### src/rtl/rf_wport_pkg.sv
// Shared types for the regfile write-port arbiter: widths, source encoding,
// hold FSM states and the queued long-latency result entry.
package rf_wport_pkg;

    localparam int REG_ADDR_W = 5;
    localparam int DATA_W     = 32;
    localparam int PC_W       = 32;

    typedef enum logic [1:0] {
        SRC_NONE = 2'b00,
        SRC_WB   = 2'b01,
        SRC_LU   = 2'b10
    } rf_src_e;

    typedef enum logic {
        HOLD_IDLE   = 1'b0,
        HOLD_ACTIVE = 1'b1
    } hold_state_e;

    typedef struct packed {
        logic [REG_ADDR_W-1:0] waddr;
        logic [DATA_W-1:0]     wdata;
        logic [PC_W-1:0]       pc;
    } rf_entry_t;

    localparam int ENTRY_W = $bits(rf_entry_t);

endpackage

### src/rtl/rf_wport_fifo.sv
// Small synchronous FIFO holding long-latency results until the write port
// is free. Full/empty come from pointers carrying one extra wrap bit.
module rf_wport_fifo
    import rf_wport_pkg::*;
#(
    parameter int DEPTH = 2
) (
    input  logic               i_clk,
    input  logic               i_rst_n,
    input  logic               i_push,
    input  logic [ENTRY_W-1:0] i_data,
    input  logic               i_pop,
    output logic               o_full,
    output logic               o_empty,
    output logic [ENTRY_W-1:0] o_head
);

    localparam int AW = $clog2(DEPTH);

    logic [ENTRY_W-1:0] r_mem [DEPTH];
    logic [AW:0]        r_wptr;
    logic [AW:0]        r_rptr;
    logic               w_push;
    logic               w_pop;

    assign o_full  = (r_wptr[AW] != r_rptr[AW]) && (r_wptr[AW-1:0] == r_rptr[AW-1:0]);
    assign o_empty = (r_wptr == r_rptr);
    assign w_push  = i_push && !o_full;
    assign w_pop   = i_pop && !o_empty;
    assign o_head  = r_mem[r_rptr[AW-1:0]];

    always_ff @(posedge i_clk or negedge i_rst_n) begin
        if (!i_rst_n) begin
            r_wptr <= '0;
            r_rptr <= '0;
        end else begin
            if (w_push) r_wptr <= r_wptr + (AW+1)'(1);
            if (w_pop)  r_rptr <= r_rptr + (AW+1)'(1);
        end
    end

    // Storage carries no reset; validity is defined solely by the pointers.
    always_ff @(posedge i_clk) begin
        if (w_push) r_mem[r_wptr[AW-1:0]] <= i_data;
    end

endmodule

### src/rtl/rf_wport_arbiter.sv
// Regfile write-port arbiter: WB has priority, long-latency results drain from
// a FIFO on idle cycles, and a starvation guard forces a one-cycle WB hold.
module rf_wport_arbiter
    import rf_wport_pkg::*;
#(
    parameter int DEPTH      = 2,
    parameter int STARVE_MAX = 4
) (
    input  logic        clk,
    input  logic        resetn,
    input  logic        wb_we,
    input  logic [4:0]  wb_waddr,
    input  logic [31:0] wb_wdata,
    input  logic [31:0] wb_pc,
    input  logic        lu_valid,
    output logic        lu_ready,
    input  logic [4:0]  lu_waddr,
    input  logic [31:0] lu_wdata,
    input  logic [31:0] lu_pc,
    output logic        wb_hold,
    output logic        rf_we,
    output logic [4:0]  rf_waddr,
    output logic [31:0] rf_wdata,
    output logic [31:0] debug_wb_pc,
    output logic [1:0]  rf_src
);

    localparam int CNT_W = $clog2(STARVE_MAX) + 1;

    rf_entry_t          w_lu_entry;
    rf_entry_t          w_head;
    logic [ENTRY_W-1:0] w_head_bits;
    logic               w_full;
    logic               w_empty;
    logic               w_push;
    logic               w_pop;
    logic               w_starve_inc;
    rf_src_e            w_src;
    hold_state_e        r_state;
    hold_state_e        w_state_nxt;
    logic [CNT_W-1:0]   r_cnt;

    assign w_lu_entry = '{waddr: lu_waddr, wdata: lu_wdata, pc: lu_pc};
    assign w_head     = rf_entry_t'(w_head_bits);
    assign lu_ready   = !w_full;
    assign w_push     = lu_valid && !w_full;
    assign w_pop      = (w_src == SRC_LU);

    rf_wport_fifo #(
        .DEPTH (DEPTH)
    ) u_fifo (
        .i_clk   (clk),
        .i_rst_n (resetn),
        .i_push  (w_push),
        .i_data  (w_lu_entry),
        .i_pop   (w_pop),
        .o_full  (w_full),
        .o_empty (w_empty),
        .o_head  (w_head_bits)
    );

    // A hold cycle always finds the FIFO occupied, so the head can be taken blindly.
    always_comb begin
        w_src = SRC_NONE;
        if (!resetn)                     w_src = SRC_NONE;
        else if (r_state == HOLD_ACTIVE) w_src = SRC_LU;
        else if (wb_we)                  w_src = SRC_WB;
        else if (!w_empty)               w_src = SRC_LU;
    end

    always_comb begin
        rf_we       = 1'b0;
        rf_waddr    = '0;
        rf_wdata    = '0;
        debug_wb_pc = '0;
        case (w_src)
            SRC_WB: begin
                rf_we       = 1'b1;
                rf_waddr    = wb_waddr;
                rf_wdata    = wb_wdata;
                debug_wb_pc = wb_pc;
            end
            SRC_LU: begin
                rf_we       = 1'b1;
                rf_waddr    = w_head.waddr;
                rf_wdata    = w_head.wdata;
                debug_wb_pc = w_head.pc;
            end
            default: ;
        endcase
    end

    assign rf_src       = w_src;
    assign w_starve_inc = !w_empty && (w_src == SRC_WB);

    always_ff @(posedge clk or negedge resetn) begin
        if (!resetn) begin
            r_cnt <= '0;
        end else if (w_empty || w_src == SRC_LU) begin
            r_cnt <= '0;
        end else if (w_starve_inc) begin
            r_cnt <= r_cnt + CNT_W'(1);
        end
    end

    always_ff @(posedge clk or negedge resetn) begin
        if (!resetn) r_state <= HOLD_IDLE;
        else         r_state <= w_state_nxt;
    end

    // Enter HOLD on the denial that brings the counter to STARVE_MAX.
    always_comb begin
        w_state_nxt = r_state;
        case (r_state)
            HOLD_IDLE:   if (w_starve_inc && r_cnt == CNT_W'(STARVE_MAX - 1)) w_state_nxt = HOLD_ACTIVE;
            HOLD_ACTIVE: w_state_nxt = HOLD_IDLE;
            default:     w_state_nxt = HOLD_IDLE;
        endcase
    end

    always_comb begin
        wb_hold = (r_state == HOLD_ACTIVE);
    end

endmodule

### config.mk
export PLATFORM = sky130hd
export DESIGN_NAME = rf_wport_arbiter
export DESIGN_NICKNAME = d
export VERILOG_FILES = /design/src/rtl/rf_wport_pkg.sv /design/src/rtl/rf_wport_fifo.sv /design/src/rtl/rf_wport_arbiter.sv
export SDC_FILE = /design/constraint.sdc
export NUM_CORES = 1
export LEC_CHECK = 0
export CORE_ASPECT_RATIO = 1.4
export CORE_MARGIN = 3
export CORE_UTILIZATION = 46
export DETAILED_ROUTE_END_ITERATION = 12
export PLACE_DENSITY = 0.8
export SYNTH_ARGS = -nofsm -noshare
export SYNTH_HDL_FRONTEND = slang
export SYNTH_SLANG_ARGS = --single-unit
### constraint.sdc
create_clock -name clk -period 5.45 [get_ports clk]
set_input_delay 1.635 -clock clk [delete_from_list [all_inputs] [get_ports clk]]
set_output_delay 1.635 -clock clk [all_outputs]
set_load 0.05 [all_outputs]
Word-level counts from Yosys, hierarchy flattened
Memory sizes are Yosys's and may differ from the RTL's. Cells that the tools add are included.

Bitwise operators: 1. Mux-type cells: 14. Eq/ne operators: 6. $add $sub $neg: 3. Reduce and logical (&&, ||, !) cells: 11.

Operators with widths (count): $pmux 32 s2 (2); $pmux 5 s2 (1); $mux 2 (4); $logic_and 1x1->1 (6); $mux 3 (2); $add 2x1->2 const B (2); $mux 1 (4); $add 3x1->3 const B (1); $eq 3x2->1 const B (1); $eq 2x1->1 const B (1); $eq 2x2->1 (1); $eq 2x2->1 const B (1); $logic_not 1->1 (2); $pmux 1 s2 (1); $reduce_bool 2->1 (1); $reduce_or 2->1 (1); $eq 1x1->1 (1); $logic_or 1x1->1 (1); $ne 1x1->1 (1); $not 1->1 (1).

Register bits after elaboration: 8. Memories: 1. Memory bits (writable): 138. Input bits: 142.

Memories: u_fifo.r_mem (depth 2, width 69, read ports 1, clocked after Yosys merged registers in 0, write ports 1, RTL line rf_wport_fifo.sv:20) `logic [ENTRY_W-1:0] r_mem [DEPTH];`.

Logic depth before layout (Yosys ltp)
Depth after elaboration: 10. Depth in mapped cells: 9.

Cells and area by module
A second synthesis with hierarchy kept.

Cells, all modules: 430. Area, all modules: 6476.2 um^2.

By module, submodules not included: rf_wport_fifo (times used 1, cells an instance 242, area each 5230.0 um^2); rf_wport_arbiter (times used 1, cells an instance 188, area each 1246.2 um^2).

Worst setup path after synthesis
OpenSTA, ideal clock, no wires.

Path kind: input port to flip-flop. Start: input lu_valid. End: memory u_fifo.r_mem[1][0] (netlist name) (enable). Data arrival time: 5.074 ns. Data required time: 4.931 ns. Slack: -0.143 ns. Cell stages on the path: 2. Cells stage by stage: nand2_1 a21oi_1.

Cells in the longest elaborated chain, start to end: 4.

RTL lines: start, declared (RTL line rf_wport_arbiter.sv:15) `input logic lu_valid,`; $logic_and 1x1->1 (RTL line rf_wport_arbiter.sv:46) `assign w_push = lu_valid && !w_full;`; $logic_and 1x1->1 (RTL line rf_wport_fifo.sv:28) `assign w_push = i_push && !o_full;`; $mux 1 (RTL line rf_wport_fifo.sv:44) `if (w_push) r_mem[r_wptr[AW-1:0]] <= i_data;`; $mux 1 (implied by the code) (RTL line rf_wport_fifo.sv:44); end, declared (RTL line rf_wport_fifo.sv:20).

Every way passes these cells.

Final worst setup path
Start: input resetn. End: output rf_wdata[12].

Cells in the longest elaborated chain, start to end: 3.

RTL lines: start, declared (RTL line rf_wport_arbiter.sv:10) `input logic resetn,`; $mux 2 * (RTL line rf_wport_arbiter.sv:65) `if (!resetn) w_src = SRC_NONE;`; $eq 2x2->1 or $eq 2x1->1 (tied branches) (RTL line rf_wport_arbiter.sv:76) `case (w_src)`; $pmux 32 s2 * (RTL line rf_wport_arbiter.sv:76); end, declared (RTL line rf_wport_arbiter.sv:23) `output logic [31:0] rf_wdata,`.

Mark *: on every way between the ends. The rest lies on a longest branch, timed or not.

==> summary.md <==
The worst path meets setup with 236 ps of slack. The detailed-route wire length per cell came out at 19.4 um. The area of the mapped netlist is 6540 um^2.

The initial antenna violation count was 1; the post-layout net count was 788. The clock tree skew after final layout was 13.5 ps. The most used flip-flop cell after synthesis is sky130_fd_sc_hd__edfxtp_1. TritonCTS built the clock tree.

After routing, the total negative slack on setup checks comes to 0 ps. Summing the sequential cell areas from Yosys gives 66.5% of the chip area. The logs give 4,660 for the number of global-route vias before repair and 146 for the TritonCTS sink count.

The floorplan step defined a die boundary enclosing 15,700 um^2. Counting flops with a built-in enable in the synthesized netlist gives 138. The clock latency on the worst-skew pair was 410 ps.

The fraction of synthesized cell area taken by the top area cell type is 63.4%, and the post-CTS setup buffer count is 0. Based on the critical path, the design can be clocked at up to 192 MHz. On the worst path, the slowest cell contributes a delay of 500 ps. After clock tree synthesis, the clock-pin slew on the worst setup and hold paths is 50 ps. Once the floorplan was initialized, standard cells occupied 47.9% of the core. Global routing finished with a remaining overflow of 0.

The tools report the cell leakage power as 3.65 nW. The post-synthesis to final-layout area growth was 56.5%; the routed wire length was 16,200 um. For the finished layout, the period the worst path requires is 5210 ps. For the pre-CTS setup slack, the log shows 249 ps. STA classifies the critical path endpoint as a primary output. The run gives 3580 ps as the worst endpoint data arrival time. In this run the count of I/O pins placed on the die edge is 216.

The region available for standard cell placement spans 13,600 um^2. The final antenna-violating net count is 0. The run finished with clean final reports. Counting every net in the synthesized netlist gives 577. The final-report hold violation count was 0. Number of pins with negative max-slew slack in the final report: 0.

For this design, the slowest cell found on the critical path is sky130_fd_sc_hd__clkdlybuf4s50_1. Headroom to the max-slew limit came out at 45.7%. The biggest area contributor in the post-synthesis netlist is sky130_fd_sc_hd__edfxtp_1.

After the flow finishes, the layout carries non-filler instances totaling 837. The tightest min-delay check is of the flip-flop to flip-flop type. In this run the horizontal extent of the chip is 107 um. Synthesis produced 430 cells. Broken down by cell family, the worst path's largest delay share belongs to buffers and inverters. Entering global routing, the biggest net connects 62 pins. The setup path with the least slack is of type input port to primary output.

Dividing total power by cell area gives a power density of 468 nW/um^2. The share of synthesized registers carrying an async set or reset works out to 5.48%. In this run, the number of DRC markers left after iteration 0 of detailed routing was 204.

After synthesis, the netlist uses 27 different library cells. In this run, post-CTS hold repair placed 0 buffers. Across the run, the number of max-cap violations was 0.

The final RePlAce weighted congestion came out at 0.740. The buffers plus inverters on the worst setup path was 4. The tools report the type of origin of the critical path as an input port. TritonCTS created 17 clock buffers. A synthesized cell averages 15.2 um^2. Vertical die dimension: 147 um.

The tightest hold path in the finished design has a slack of 520 ps. Cells fill 75.0% of the core in the end. In this run the worst path has a maximum fanout of 34. Ratio of cells with drive above 1 in the final layout: 28.3%. The vias per cell is 5.29, and the critical path data required time is 3820 ps. The number of synthesized register bits is 146. The run gives 0.298 mV as the maximum resistive drop on vdd. Walking the worst path, the cells encountered are clkdlybuf4s50_1, buf_4, o21a_1, ha_2, buf_4, nor2_1, buf_12. Cell at the root of the clock tree: sky130_fd_sc_hd__clkbuf_16. The layout has 883 filler cells.

Gates resized during post-CTS repair numbered 0. In the post-synthesis netlist, the biggest area contributors are sky130_fd_sc_hd__edfxtp_1 63%, sky130_fd_sc_hd__mux2_4 9.2%, sky130_fd_sc_hd__a22oi_1 7.9%. The first-pass GRT wire length is 24,900 um. Port buffering added 215 buffers. Setup repair after global routing left no endpoint under its margin. Summing over every cut layer, the via total after detailed routing is 4,428.

In the global route stage, overall resource usage came out at 20.9%. In the routed design, unresolved DRC markers number 0. The maximum buffer depth of the clock tree came out at 2.

The library cells used most frequently in the layout, excluding fill and tap cells, are 144 x sky130_fd_sc_hd__clkdlybuf4s50_1, 138 x sky130_fd_sc_hd__edfxtp_1, 75 x sky130_fd_sc_hd__buf_12. The total placed cells including tap cells is 804, and the share of the clock period used by the worst path after layout is 95.7%. For the HPWL after detailed placement, the log shows 11,700 um. The depth of the CTS H-tree came out at 4. The total of warnings raised by yosys was 0; the transition at the pin with the smallest max-transition slack was 814 ps. The most prevalent standard cell on the critical path is sky130_fd_sc_hd__buf_4. Setup violations remaining at the end of the flow were counted as 0. The row count is 50. The library cell used most frequently in the layout, excluding fill and tap cells, is sky130_fd_sc_hd__clkdlybuf4s50_1.

The number of detailed-routing iterations run before antenna repair is 5.
[state kept, by name (all words and copies together), names as in the netlist]
signal,count
wb_hold,1
r_cnt,3
u_fifo.r_mem,138
u_fifo.r_wptr,2
u_fifo.r_rptr,2
[cell usage after synthesis, types with 2 or more instances]
cell	count
sky130_fd_sc_hd__a22oi_1	69
sky130_fd_sc_hd__nand2_1	8
sky130_fd_sc_hd__dfrtp_1	8
sky130_fd_sc_hd__mux2_1	4
sky130_fd_sc_hd__clkbuf_1	21
sky130_fd_sc_hd__o21ai_0	3
sky130_fd_sc_hd__edfxtp_1	138
sky130_fd_sc_hd__buf_2	6
sky130_fd_sc_hd__xnor2_1	3
sky130_fd_sc_hd__buf_6	6
sky130_fd_sc_hd__mux2i_1	3
sky130_fd_sc_hd__mux2_2	26
sky130_fd_sc_hd__inv_1	5
sky130_fd_sc_hd__a21oi_1	2
sky130_fd_sc_hd__mux2_4	40
sky130_fd_sc_hd__nor2_1	71
sky130_fd_sc_hd__nor3_1	3
sky130_fd_sc_hd__ha_1	5
[final timing paths]
check / from / endpoint / slack, ps / cells after the start
max: resetn / rf_wdata[12] / 240 / 7
min: wb_hold / wb_hold / 520 / 1
max reg2reg: u_fifo.r_rptr[0] / u_fifo.r_mem[0][20] / 2250 / 4
min reg2reg: wb_hold / wb_hold / 520 / 1
max in group asynchronous: resetn / u_fifo.r_rptr[0] / 3720 / 2
min in group asynchronous: resetn / u_fifo.r_wptr[1] / 1570 / 2
[cells by family (layout without fill, tap and decap cells)]
group           Yosys count  count (layout)  share of synthesized area, %
buf+inv                  38             262                          2.99
flops                   146             146                          66.5
compound gates           79              79                          9.17
simple gates             85              85                          5.07
xor+xnor                  4               4                         0.536
fa+ha+maj                 5               5                         0.957
mux                      73              73                          14.8
other cells               0               1                             0
[routing by layer]
layer  wire length [um]  track usage (%)
met3                906             5.54
met4                435             8.64
met5                  0                0
met2               9260             38.9
met1               5610             21.9
[report_power, final]
group / total [mW] / switching [mW] / internal, mW / leakage, nW
Combinational: 1.86 / 0.982 / 0.875 / 1.97
Sequential: 1.74 / 0.139 / 1.60 / 1.38
Clock: 1.20 / 0.426 / 0.770 / 0.299
Total: 4.79 / 1.55 / 3.24 / 3.65
[layout make-up]
| class | count | area [um^2] | share of cell area [%] |
|---|---|---|---|
| clock buffers | 20 | 437 | 4.27 |
| inverters | 5 | 18.8 | 0.184 |
| multi-input cells | 246 | 2020 | 19.8 |
| well taps | 182 | 228 | 2.23 |
| repair buffers | 225 | 2990 | 29.2 |
| diodes | 1 | 2.50 | 0.0245 |
| clock inverters | 12 | 181 | 1.77 |
| flip-flops and latches | 146 | 4350 | 42.5 |
[stage by stage]
| stage | power (mW) | area, um^2 |
|---|---|---|
| 2_1_floorplan | 2.93 | 6540 |
| 5_1_grt | 5.01 | 10200 |
| 6_report | 4.79 | 10200 |
| 4_1_cts | 4.84 | 10200 |
| 3_5_place_dp | 3.62 | 9610 |
| 3_3_place_gp | 3.56 | 9610 |
Power figures use the tool's default switching activity.
